==> src/rtl/cbfp_denorm.sv <==
// cbfp_denorm: two-stage CBFP de-normalizer.
// S1 registers the sample and net shift; S2 applies the shift and saturates.
//
// Ports:
//   clk, rst               clock, async active-high reset
//   in_valid / in_ready    input handshake
//   in_re, in_im           signed normalized sample (BW_IN)
//   in_idx0, in_idx1       unsigned CBFP indices (IDX_W)
//   out_valid / out_ready  output handshake
//   out_re, out_im         signed de-normalized sample (BW_OUT)
//   out_sat                either component clipped
//   out_last               output sample N-1 of the frame
//   frame_sat              sticky per-frame saturation flag
module cbfp_denorm #(
  parameter int N          = 512,
  parameter int BW_IN      = 11,
  parameter int BW_OUT     = 13,
  parameter int IDX_W      = 5,
  parameter int SHIFT_BIAS = 9
) (
  input  logic                     clk,
  input  logic                     rst,
  input  logic                     in_valid,
  output logic                     in_ready,
  input  logic signed [BW_IN-1:0]  in_re,
  input  logic signed [BW_IN-1:0]  in_im,
  input  logic [IDX_W-1:0]         in_idx0,
  input  logic [IDX_W-1:0]         in_idx1,
  output logic                     out_valid,
  input  logic                     out_ready,
  output logic signed [BW_OUT-1:0] out_re,
  output logic signed [BW_OUT-1:0] out_im,
  output logic                     out_sat,
  output logic                     out_last,
  output logic                     frame_sat
);

  localparam int DW = IDX_W + 2;
  // The largest left shift is SHIFT_BIAS (both indices zero).
  localparam int WW = BW_IN + SHIFT_BIAS + 1;
  localparam int CW = (N > 1) ? $clog2(N) : 1;

  localparam logic [DW-1:0] BIAS = DW'(SHIFT_BIAS);
  localparam logic [CW-1:0] LAST = CW'(N - 1);

  localparam logic signed [WW-1:0] SMAX =
    {{(WW-BW_OUT+1){1'b0}}, {(BW_OUT-1){1'b1}}};
  localparam logic signed [WW-1:0] SMIN = ~SMAX;

  logic                     rdy_q, rdy_d;
  logic                     s1_vld_q, s1_vld_d;
  logic signed [BW_IN-1:0]  s1_re_q, s1_re_d;
  logic signed [BW_IN-1:0]  s1_im_q, s1_im_d;
  logic signed [DW-1:0]     s1_d_q, s1_d_d;
  logic                     s2_vld_q, s2_vld_d;
  logic signed [BW_OUT-1:0] s2_re_q, s2_re_d;
  logic signed [BW_OUT-1:0] s2_im_q, s2_im_d;
  logic                     s2_sat_q, s2_sat_d;
  logic [CW-1:0]            cnt_q, cnt_d;
  logic                     fsat_q, fsat_d;
  logic                     clr_q, clr_d;

  logic          s2_en;
  logic          in_fire;
  logic          out_fire;
  logic [DW-1:0] idx_sum;
  logic [DW-1:0] d_in;
  logic [BW_OUT:0] re_res;
  logic [BW_OUT:0] im_res;

  // Returns {clipped, value}.
  function automatic logic [BW_OUT:0] denorm(
    input logic signed [BW_IN-1:0] x,
    input logic signed [DW-1:0]    d
  );
    logic signed [BW_OUT-1:0] r;
    logic signed [WW-1:0]     w;
    logic [DW-1:0]            sh;
    logic                     sat;
    r   = '0;
    w   = '0;
    sh  = '0;
    sat = 1'b0;
    if (!d[DW-1]) begin
      // Shifting past BW_IN leaves only sign bits: 0 or -1.
      sh = d;
      r  = {{(BW_OUT-BW_IN){x[BW_IN-1]}}, x};
      r  = r >>> sh;
    end else begin
      sh = -d;
      w  = {{(WW-BW_IN){x[BW_IN-1]}}, x};
      w  = w <<< sh;
      if (w > SMAX) begin
        r   = SMAX[BW_OUT-1:0];
        sat = 1'b1;
      end else if (w < SMIN) begin
        r   = SMIN[BW_OUT-1:0];
        sat = 1'b1;
      end else begin
        r = w[BW_OUT-1:0];
      end
    end
    return {sat, r};
  endfunction

  assign s2_en    = !s2_vld_q || out_ready;
  assign in_ready = rdy_q && (!s1_vld_q || s2_en);
  assign in_fire  = in_valid && in_ready;
  assign out_fire = s2_vld_q && out_ready;
  assign idx_sum  = {2'b00, in_idx0} + {2'b00, in_idx1};
  assign d_in     = idx_sum - BIAS;

  assign out_valid = s2_vld_q;
  assign out_re    = s2_re_q;
  assign out_im    = s2_im_q;
  assign out_sat   = s2_sat_q;
  assign out_last  = s2_vld_q && (cnt_q == LAST);
  assign frame_sat = fsat_q;

  always_comb begin
    rdy_d    = 1'b1;
    s1_vld_d = s1_vld_q;
    s1_re_d  = s1_re_q;
    s1_im_d  = s1_im_q;
    s1_d_d   = s1_d_q;
    s2_vld_d = s2_vld_q;
    s2_re_d  = s2_re_q;
    s2_im_d  = s2_im_q;
    s2_sat_d = s2_sat_q;
    cnt_d    = cnt_q;
    fsat_d   = fsat_q;
    clr_d    = clr_q;
    re_res   = denorm(s1_re_q, s1_d_q);
    im_res   = denorm(s1_im_q, s1_d_q);

    if (in_ready) s1_vld_d = in_valid;
    if (in_fire) begin
      s1_re_d = in_re;
      s1_im_d = in_im;
      s1_d_d  = d_in;
    end

    if (s2_en) begin
      s2_vld_d = s1_vld_q;
      if (s1_vld_q) begin
        s2_re_d  = re_res[BW_OUT-1:0];
        s2_im_d  = im_res[BW_OUT-1:0];
        s2_sat_d = re_res[BW_OUT] | im_res[BW_OUT];
      end
    end

    if (out_fire) begin
      cnt_d = (cnt_q == LAST) ? '0 : cnt_q + 1'b1;
      // First transfer of a new frame restarts the sticky flag.
      fsat_d = clr_q ? s2_sat_q : (fsat_q | s2_sat_q);
      clr_d  = out_last;
    end
  end

  always_ff @(posedge clk or posedge rst) begin
    if (rst) begin
      rdy_q    <= 1'b0;
      s1_vld_q <= 1'b0;
      s1_re_q  <= '0;
      s1_im_q  <= '0;
      s1_d_q   <= '0;
      s2_vld_q <= 1'b0;
      s2_re_q  <= '0;
      s2_im_q  <= '0;
      s2_sat_q <= 1'b0;
      cnt_q    <= '0;
      fsat_q   <= 1'b0;
      clr_q    <= 1'b0;
    end else begin
      rdy_q    <= rdy_d;
      s1_vld_q <= s1_vld_d;
      s1_re_q  <= s1_re_d;
      s1_im_q  <= s1_im_d;
      s1_d_q   <= s1_d_d;
      s2_vld_q <= s2_vld_d;
      s2_re_q  <= s2_re_d;
      s2_im_q  <= s2_im_d;
      s2_sat_q <= s2_sat_d;
      cnt_q    <= cnt_d;
      fsat_q   <= fsat_d;
      clr_q    <= clr_d;
    end
  end

endmodule

==> config.mk <==
export PLATFORM = sky130hd
export DESIGN_NAME = cbfp_denorm
export DESIGN_NICKNAME = d
export VERILOG_FILES = /design/src/rtl/cbfp_denorm.sv
export SDC_FILE = /design/constraint.sdc
export NUM_CORES = 1
export LEC_CHECK = 0
export BUFFER_PORTS_ARGS = -buffer_cell sky130_fd_sc_hd__buf_2
export CAP_MARGIN = 20
export CELL_PAD_IN_SITES_DETAIL_PLACEMENT = 1
export CELL_PAD_IN_SITES_GLOBAL_PLACEMENT = 2
export CORE_UTILIZATION = 36
export CTS_CLUSTER_SIZE = 8
export DETAILED_ROUTE_END_ITERATION = 7
export PLACE_DENSITY_LB_ADDON = 0.08
export SETUP_SLACK_MARGIN = 0.02
export SKIP_LAST_GASP = 1
export SLEW_MARGIN = 5
export SYNTH_ARGS = -nofsm -noshare
export SYNTH_HDL_FRONTEND = slang
export SYNTH_SLANG_ARGS = --single-unit
==> constraint.sdc <==
create_clock -name clk -period 4.51 [get_ports clk]
set_input_delay 0.451 -clock clk [delete_from_list [all_inputs] [get_ports clk]]
set_output_delay 0.451 -clock clk [all_outputs]
set_load 0.1 [all_outputs]
# After elaboration in Yosys (flattened, before gate mapping)
# Cells that the tools add are included.
[totals]
reg_bits = 70
[classes]
n_addsub = 4
n_reduce_logical = 9
n_lt_le_gt_ge = 4
muxes = 14
shift = 4
bitwise = 2
eq_ne = 1
[ops]
columns = ["cell", "count"]
rows = [
  ["13-bit two-way mux", 6],
  ["21-bit by 13-bit > comparator with 1-bit output, second input constant", 2],
  ["21-bit by 13-bit less-than comparator with 1-bit output, second input constant", 2],
  ["11-bit by 7-bit <<< shifter with 21-bit output", 2],
  ["11-bit by 7-bit >>> shifter with 13-bit output", 2],
  ["9-bit by 1-bit adder with 9-bit output, second input constant", 1],
  ["9-bit == test, second input constant", 1],
  ["9-bit two-way mux", 1],
  ["1-bit two-way mux", 7],
  ["7-bit negator", 1],
  ["6-bit by 4-bit subtractor with 7-bit output, second input constant", 1],
  ["5-bit by 5-bit adder with 6-bit output", 1],
  ["1-bit logical AND", 4],
  ["1-bit logical NOT", 2],
  ["1-bit logical OR", 2],
  ["1-bit OR", 2],
  ["2-bit AND reduction", 1],
]

# Logic depth before layout (Yosys ltp)
# Gate-level depths: netlist of run 1.
[logic_depth]
ltp_word = 7
depth_mapped = 17

# Worst setup path before layout of run 1
# OpenSTA, ideal clock, no wires.
[synth_timing]
kind = "reg-to-reg"
from = "reg s1_d_q[1]"
to = "reg s2_re_q[10], in the netlist out_re[10]"
n_path_buf = 5
setup_time_ns = 0.145
period_less_slack_ns = 3.977
t_required_ns = 4.365
t_arrival_ns = 3.832
stages_incl_launch_ff = 17
setup_slack_ns = 0.533
path_cell_list = "dfrtp_1 clkbuf_1 inv_1 buf_1 ha_1 clkbuf_1 buf_2 buf_2 a21bo_2 a2111oi_0 a221o_1 a21oi_1 a311oi_2 a41o_1 nand2_1 nor2_1 a21oi_1"
[synth_via]
elab_chain_len = 6
[synth_rtl]
columns = ["element", "line", "rtl"]
rows = [
  ["from (decl)", "54", "logic signed [DW-1:0] s1_d_q, s1_d_d;"],
  ["from (signal assigned)", "166", "s1_d_q <= '0;"],
  ["from (signal assigned)", "179", "s1_d_q <= s1_d_d;"],
  ["7-bit negator", "90", "sh = -d;"],
  ["11-bit by 7-bit <<< shifter with 21-bit output", "92", "w = w <<< sh;"],
  ["21-bit by 13-bit less-than comparator with 1-bit output", "96", "end else if (w < SMIN) begin"],
  ["13-bit two-way mux", "96", ""],
  ["13-bit two-way mux", "93", "if (w > SMAX) begin"],
  ["13-bit two-way mux *", "84", "if (!d[DW-1]) begin"],
  ["to (signal assigned)", "181", "s2_re_q <= s2_re_d;"],
  ["to (decl)", "56", "logic signed [BW_OUT-1:0] s2_re_q, s2_re_d;"],
]
# Mark *: on every way between the ends. The rest lies on a longest branch, timed or not.
# A chain may end at the register's enable or synchronous reset.

# Worst setup path after layout of run 1
[layout_timing]
from = "reg s1_d_q[0]"
to = "reg s2_im_q[2], in the netlist out_im[2]"
[layout_via]
elab_chain_len = 6
[layout_rtl]
columns = ["element", "line", "rtl"]
rows = [
  ["7-bit negator", "90", ""],
  ["11-bit by 7-bit <<< shifter with 21-bit output", "92", ""],
  ["21-bit by 13-bit less-than comparator with 1-bit output", "96", ""],
  ["13-bit two-way mux", "96", ""],
  ["13-bit two-way mux", "93", ""],
  ["13-bit two-way mux *", "84", ""],
  ["to (signal assigned)", "182", "s2_im_q <= s2_im_d;"],
  ["to (decl)", "57", "logic signed [BW_OUT-1:0] s2_im_q, s2_im_d;"],
]
# Marks and branches as above.

==> flow_summary.toml, run 1 <==
[outcome]
status = "completed"

[sta]
post-route-min-period_ns = 4.267
relSlewSlack_pct = 40.20
fin_skew_ns = 0.008583
setup_tns_ns = 0
rsz0062_at_grt = "no"
whs_ns = 0.1616
finalMaxSlewViolations = 0
worstMarginPinSlew_ns = 0.8905
finalSetupViolations = 0
fin_crit_sh_pct = 94.61
fmax_mhz = 234.4
hold_viol = 0

[die]
core_area_sq_mm = 0.01724
die_w_um = 134.6
initial_utilization_pct = 36.72
rows = 48
dieArea_sq_mm = 0.01812
boundaryPins = 67
fp.dieH_um = 134.6

[clock_network]
numCtsBuffers = 9
cts_tree = "built"
clockBufferDepth = 2
cts_setup_buffers = 0
root_buffer = "clkbuf_16"
cts.sink_count = 70
insertion_delay_ns = 0.36
clk_pin_slew_worst_paths_ns = 0.07
postCtsHoldBufs = 0
h-tree-depth = 3

[detailed_routing]
vias = 6416
post_drt_via_cell_ratio = 6.122
wl_um = 24360
drt_iter0_drc = 564
drc = 0
wl_per_cell_um = 23.24
drt-pass1-iter-count = 5
ant_nets = 0

[synthesis]
synth_area_per_cell_sq_um = 8.263
synth.distinct_cells = 74
ys_warn_count = 0
synth_most_common_cell = "nand2_1"
syn_area_sq_mm = 0.006330
synthArstFlopShare_pct = 100.0
synth_seq_cells = 70
yosysTopAreaCell = "dfrtp_1"
ys_top_cells_by_count = "nand2_1 (95), dfrtp_1 (70), a21oi_1 (63)"
synth_edf_count = 0
ys_seq_area_share_pct = 27.67
synth_ff_type = "dfrtp_1"
synth_top_area_share_pct = 27.67
yosys-top-cells-area = "dfrtp_1 (28%), mux2_2 (6.4%), nand2_1 (5.6%)"
postSynthCellCount = 766
syn_nets = 815

[power]
power_density_mw_per_mm2 = 743.8
leakage_nw = 3.062
ir_drop_v = 0.0005214

[placed_design]
placedCellCount = 1032
portBuffers = 66
post-dp-hpwl_um = 18730
gp_congestion = 0.9738
placed_cell_area_sq_mm = 0.006948

[min_path]
worstHoldPathType = "primary input to asynchronous set/reset pin"

[grt]
grt_pass1_wl_um = 37430
grt_antenna_before_repair = 1
grt_max_degree = 59
grtUsageTotal_pct = 27.52
grt_pass1_vias = 6289
grt_overflow = 0

[cells_and_area]
regArea_sq_mm = 0.001753
area_growth_pct = 14.29
antenna_cells = 0
nFillCells = 2074
finalInstanceArea_sq_mm = 0.007234
multiInputGateArea_sq_mm = 0.004227
final_cells = 1048
layout-drive-gt1-share_pct = 22.96
final_nets = 867

[worst_setup_path]
criticalPathCategory = "flip-flop to flip-flop"
cp.required_ns = 4.81
arrival_ns = 4.56
cp-end-kind = "flip-flop"
path_max_fanout = 13
startpoint_type = "flip-flop"

[run]
cap_viol_max_count = 0
[routing by layer]
metal	GRT usage, %	wire length, um
met4	7.116	477
met2	42.57	10880
met1	39.72	11740
met3	4.429	1246
met5	0	13
[cell usage in the layout (no fill, tap or decap), types with 15 or more instances in the layout]
cell	synthesis	layout
inv_1	24	23
nand3_1	18	18
a21oi_1	63	63
buf_4	0	34
mux4_2	15	15
nand2_1	95	95
nor3_1	15	15
mux2i_1	33	33
o21ai_0	58	58
dfrtp_1	70	69
mux2_2	36	36
buf_2	11	66
nor2_1	50	50
[critical path: stages, from the launching register on]
cell     delay, ns
dfrtp_2       0.40
inv_2         0.17
ha_1          0.49
or3b_2        0.52
mux2i_1       0.53
nor2_1        0.28
o21ai_0       0.38
a21oi_1       0.13
nor4_1        0.49
o21ai_1       0.41
a21oi_1       0.25
a221o_1       0.13
[state kept, by name, indices dropped and copies added (netlist names)]
register / cells
s1_d_q: 7
rdy_q: 1
s1_re_q: 11
out_sat: 1
s1_vld_q: 1
out_valid: 1
s1_im_q: 11
out_im: 13
cnt_q: 9
clr_q: 1
out_re: 13
frame_sat: 1
[logic make-up (layout without fill, tap and decap cells)]
family / count (synthesis) / after routing / share of synthesized area (%)
simple gates: 236 / 236 / 17.39
xor+xnor: 18 / 18 / 2.491
fa+ha+maj: 13 / 13 / 2.688
flops: 70 / 70 / 27.67
buf+inv: 87 / 144 / 5.614
compound gates: 257 / 257 / 27.12
other cells: 1 / 1 / 0.05924
mux: 84 / 84 / 16.96
[cell type report]
class	count	area share, %
inverter	28	1.453
tap	225	3.891
clock buffer	9	3.113
multi-input combinational	609	58.42
sequential	70	24.23
timing repair buffer	100	8.094
clock inverter	7	0.7956
[final timing paths]
| path | from | slack [ns] | cells past startpoint | endpoint |
|---|---|---|---|---|
| worst max register to register | s1_d_q[0] | 0.24 | 11 | out_im[2] |
| worst min register to register | cnt_q[8] | 0.48 | 2 | cnt_q[8] |
| max in group asynchronous | rst | 3.34 | 3 | out_re[5] |
| min in group clk | in_im[5] | 0.32 | 2 | s1_im_q[5] |
| worst max-delay path | s1_d_q[0] | 0.24 | 11 | out_im[2] |
| worst min-delay path | rst | 0.16 | 2 | s1_d_q[3] |
[where the power goes]
group | internal, mW | switching [mW]
clock | 0.380 | 0.328
combinational | 1.08 | 2.56
sequential | 0.819 | 0.214
[through the flow]
step                utilization (%)  power [mW]  worst slack (ns)
floorplan                         -       3.634            0.5335
global placement              40.31       4.571            0.4314
detailed placement            40.31       4.615            0.3216
CTS                           41.95       5.350            0.3148
global route                  41.97       5.651           0.02241
finish                        41.97       5.381            0.2430
[what timing repair did]
action / CTS / global route
endpoints found under the setup margin: 0 / 7
endpoints found under the hold margin: 0 / 0
resized for setup: 0 / 1
No activity file was read; power rests on OpenSTA's default activity.
==> inputs of run 2 (changes only) <==
--- a/config.mk
+++ b/config.mk
@@ -8,8 +8,8 @@
 export BUFFER_PORTS_ARGS = -buffer_cell sky130_fd_sc_hd__buf_2
 export CAP_MARGIN = 20
 export CELL_PAD_IN_SITES_DETAIL_PLACEMENT = 1
-export CELL_PAD_IN_SITES_GLOBAL_PLACEMENT = 2
-export CORE_UTILIZATION = 36
+export CELL_PAD_IN_SITES_GLOBAL_PLACEMENT = 1
+export CORE_UTILIZATION = 45
 export CTS_CLUSTER_SIZE = 8
 export DETAILED_ROUTE_END_ITERATION = 7
 export PLACE_DENSITY_LB_ADDON = 0.08
==> flow_summary.toml, run 2 (same netlist as run 1, synthesis figures left out) <==
[outcome]
status = "completed"

[power]
p_sw_mw = 3.070
leakage_nw = 3.042
ir_drop_v = 0.0002710
power_mw = 5.427
power_density_mw_per_mm2 = 758.1
combPwrFrac_pct = 66.0
pwr-share-clk_pct = 13.8
switching_share_pct = 56.57
p_int_mw = 2.357
pwr-share-seq_pct = 20.1

[die]
boundaryPins = 67
core_area_sq_mm = 0.01351
rows = 42
initial_utilization_pct = 46.87
fp.dieH_um = 120.6
dieArea_sq_mm = 0.01454
die_w_um = 120.6

[worst_setup_path]
slowest_delay_ns = 0.65
rr_worst_depth = 11
criticalPathCategory = "flip-flop to flip-flop"
cp-end-kind = "flip-flop"
cp.required_ns = 4.77
cp_slowest_cell = "a222oi_1"
reg2reg_to = "out_re[4]"
cp_cell_sequence = "inv_2, ha_2, or3b_2, mux2i_1, o211ai_1, a222oi_1, inv_2, o41ai_4, and2_1, nand2_1, a221oi_2"
arrival_ns = 4.45
startpoint_type = "flip-flop"
path_max_fanout = 13
r2r_slack_ns = 0.32
r2r-start = "s1_d_q[0]"
cpMostUsedCell = "inv_2"

[cells_and_area]
layout-drive-gt1-share_pct = 22.40
layout_common_cells = "nand2_1 (95), dfrtp_1 (69), buf_2 (66)"
final_util_pct = 53.00
finalInstanceArea_sq_mm = 0.007158
area_growth_pct = 13.09
antenna_cells = 0
layout_commonest_cell = "nand2_1"
final_nets = 861

[grt]
gr-usage-met3_pct = 4.670
busiest_layer = "met2"
grtUsageTotal_pct = 34.18
met1_usage_pct = 46.93
grt_max_degree = 49
use_met2_pct = 55.39
grt_pass1_vias = 6522
grt_antenna_before_repair = 0
grt_pass1_wl_um = 37940
grt_overflow = 0

[detailed_routing]
drc = 0
post_drt_via_cell_ratio = 6.488
vias = 6443
wl_um = 23790
drt-pass1-iter-count = 5
drt_iter0_drc = 702
ant_nets = 0
wl_per_cell_um = 23.96

[placed_design]
portBuffers = 66
post-dp-hpwl_um = 18070
placed_cell_area_sq_mm = 0.006842
gp_congestion = 0.9807

[clock_network]
cts.sink_count = 70
clockBufferDepth = 2
root_buffer = "clkbuf_16"
cts_setup_buffers = 0
insertion_delay_ns = 0.36
h-tree-depth = 3
cts_tree = "built"
clk_pin_slew_worst_paths_ns = 0.06
numCtsBuffers = 9

[sta]
setup_tns_ns = 0
fin_skew_ns = 0.01119
rsz0062_at_grt = "no"
finalMaxSlewViolations = 0
finalSetupViolations = 0
hold_viol = 0
post-route-min-period_ns = 4.194
worstMarginPinSlew_ns = 0.9901
relSlewSlack_pct = 33.99
fmax_mhz = 238.4
fin_crit_sh_pct = 92.99

[run]
cap_viol_max_count = 0

[min_path]
worstHoldPathType = "primary input to asynchronous set/reset pin"
[run 2: repair_timing]
| action | in CTS | in global routing |
|---|---|---|
| gates resized for setup | 0 | 2 |
| hold buffers | 0 | 0 |
| setup endpoints to repair | 0 | 20 |
[run 2: final cells by class]
class                      count  area, sq um
multi-input combinational    609         4228
clock buffer                  12        256.5
clock inverter                 4        55.05
sequential                    70         1753
inverter                      28        105.1
fill                        1687         6347
tap                          176        220.2
timing repair buffer          94        540.5
[run 2: power by group through the flow]
stage	logic [mW]	registers (mW)	clock network (mW)
floorplan	1.83	1.80	0
global placement	3.42	1.08	0
detailed placement	3.49	1.10	0
CTS	3.51	1.09	0.763
global route	3.77	1.12	0.781
finish	3.58	1.09	0.750
[run 2: worst max-delay path by stage]
stage / slack (ns) / startpoint / to / cells past startpoint
6_report: 0.32 / s1_d_q[0] / out_re[4] / 11
5_1_grt: 0.09 / s1_d_q[0] / out_im[5] / 11
4_1_cts: 0.13 / s1_d_q[0] / out_im[5] / 11
3_5_place_dp: 0.24 / s1_d_q[0] / out_im[5] / 11
3_3_place_gp: 0.42 / s1_d_q[0] / out_im[11] / 11
2_1_floorplan: 0.53 / s1_d_q[1] / out_re[10] / 16
[run 2: per-layer routing]
layer  wire length [um]  vias to the layer above
met5                  0                        -
met2              11190                      244
met4                527                        0
met1              10740                     3225
met3               1335                       46
li1                   -                     2928
[run 2: critical path, delay by kind of cell (launching register included)]
kind | cells | cell delay (ns)
multiplexers | 1 | 0.51
adder cells (fa/ha/maj) | 1 | 0.40
buffers and inverters | 2 | 0.30
AND/OR/NAND/NOR | 3 | 0.83
AO/OA/AOI/OAI | 4 | 1.57
flip-flops | 1 | 0.49
[run 2: stage by stage]
step	setup slack [ns]	hold WS, ns	std cells
floorplan	0.5335	0.4496	766
global placement	0.4159	0.4593	977
detailed placement	0.2403	0.4721	977
CTS	0.1332	0.1985	993
global route	0.08967	0.2637	993
finish	0.3161	0.1752	993
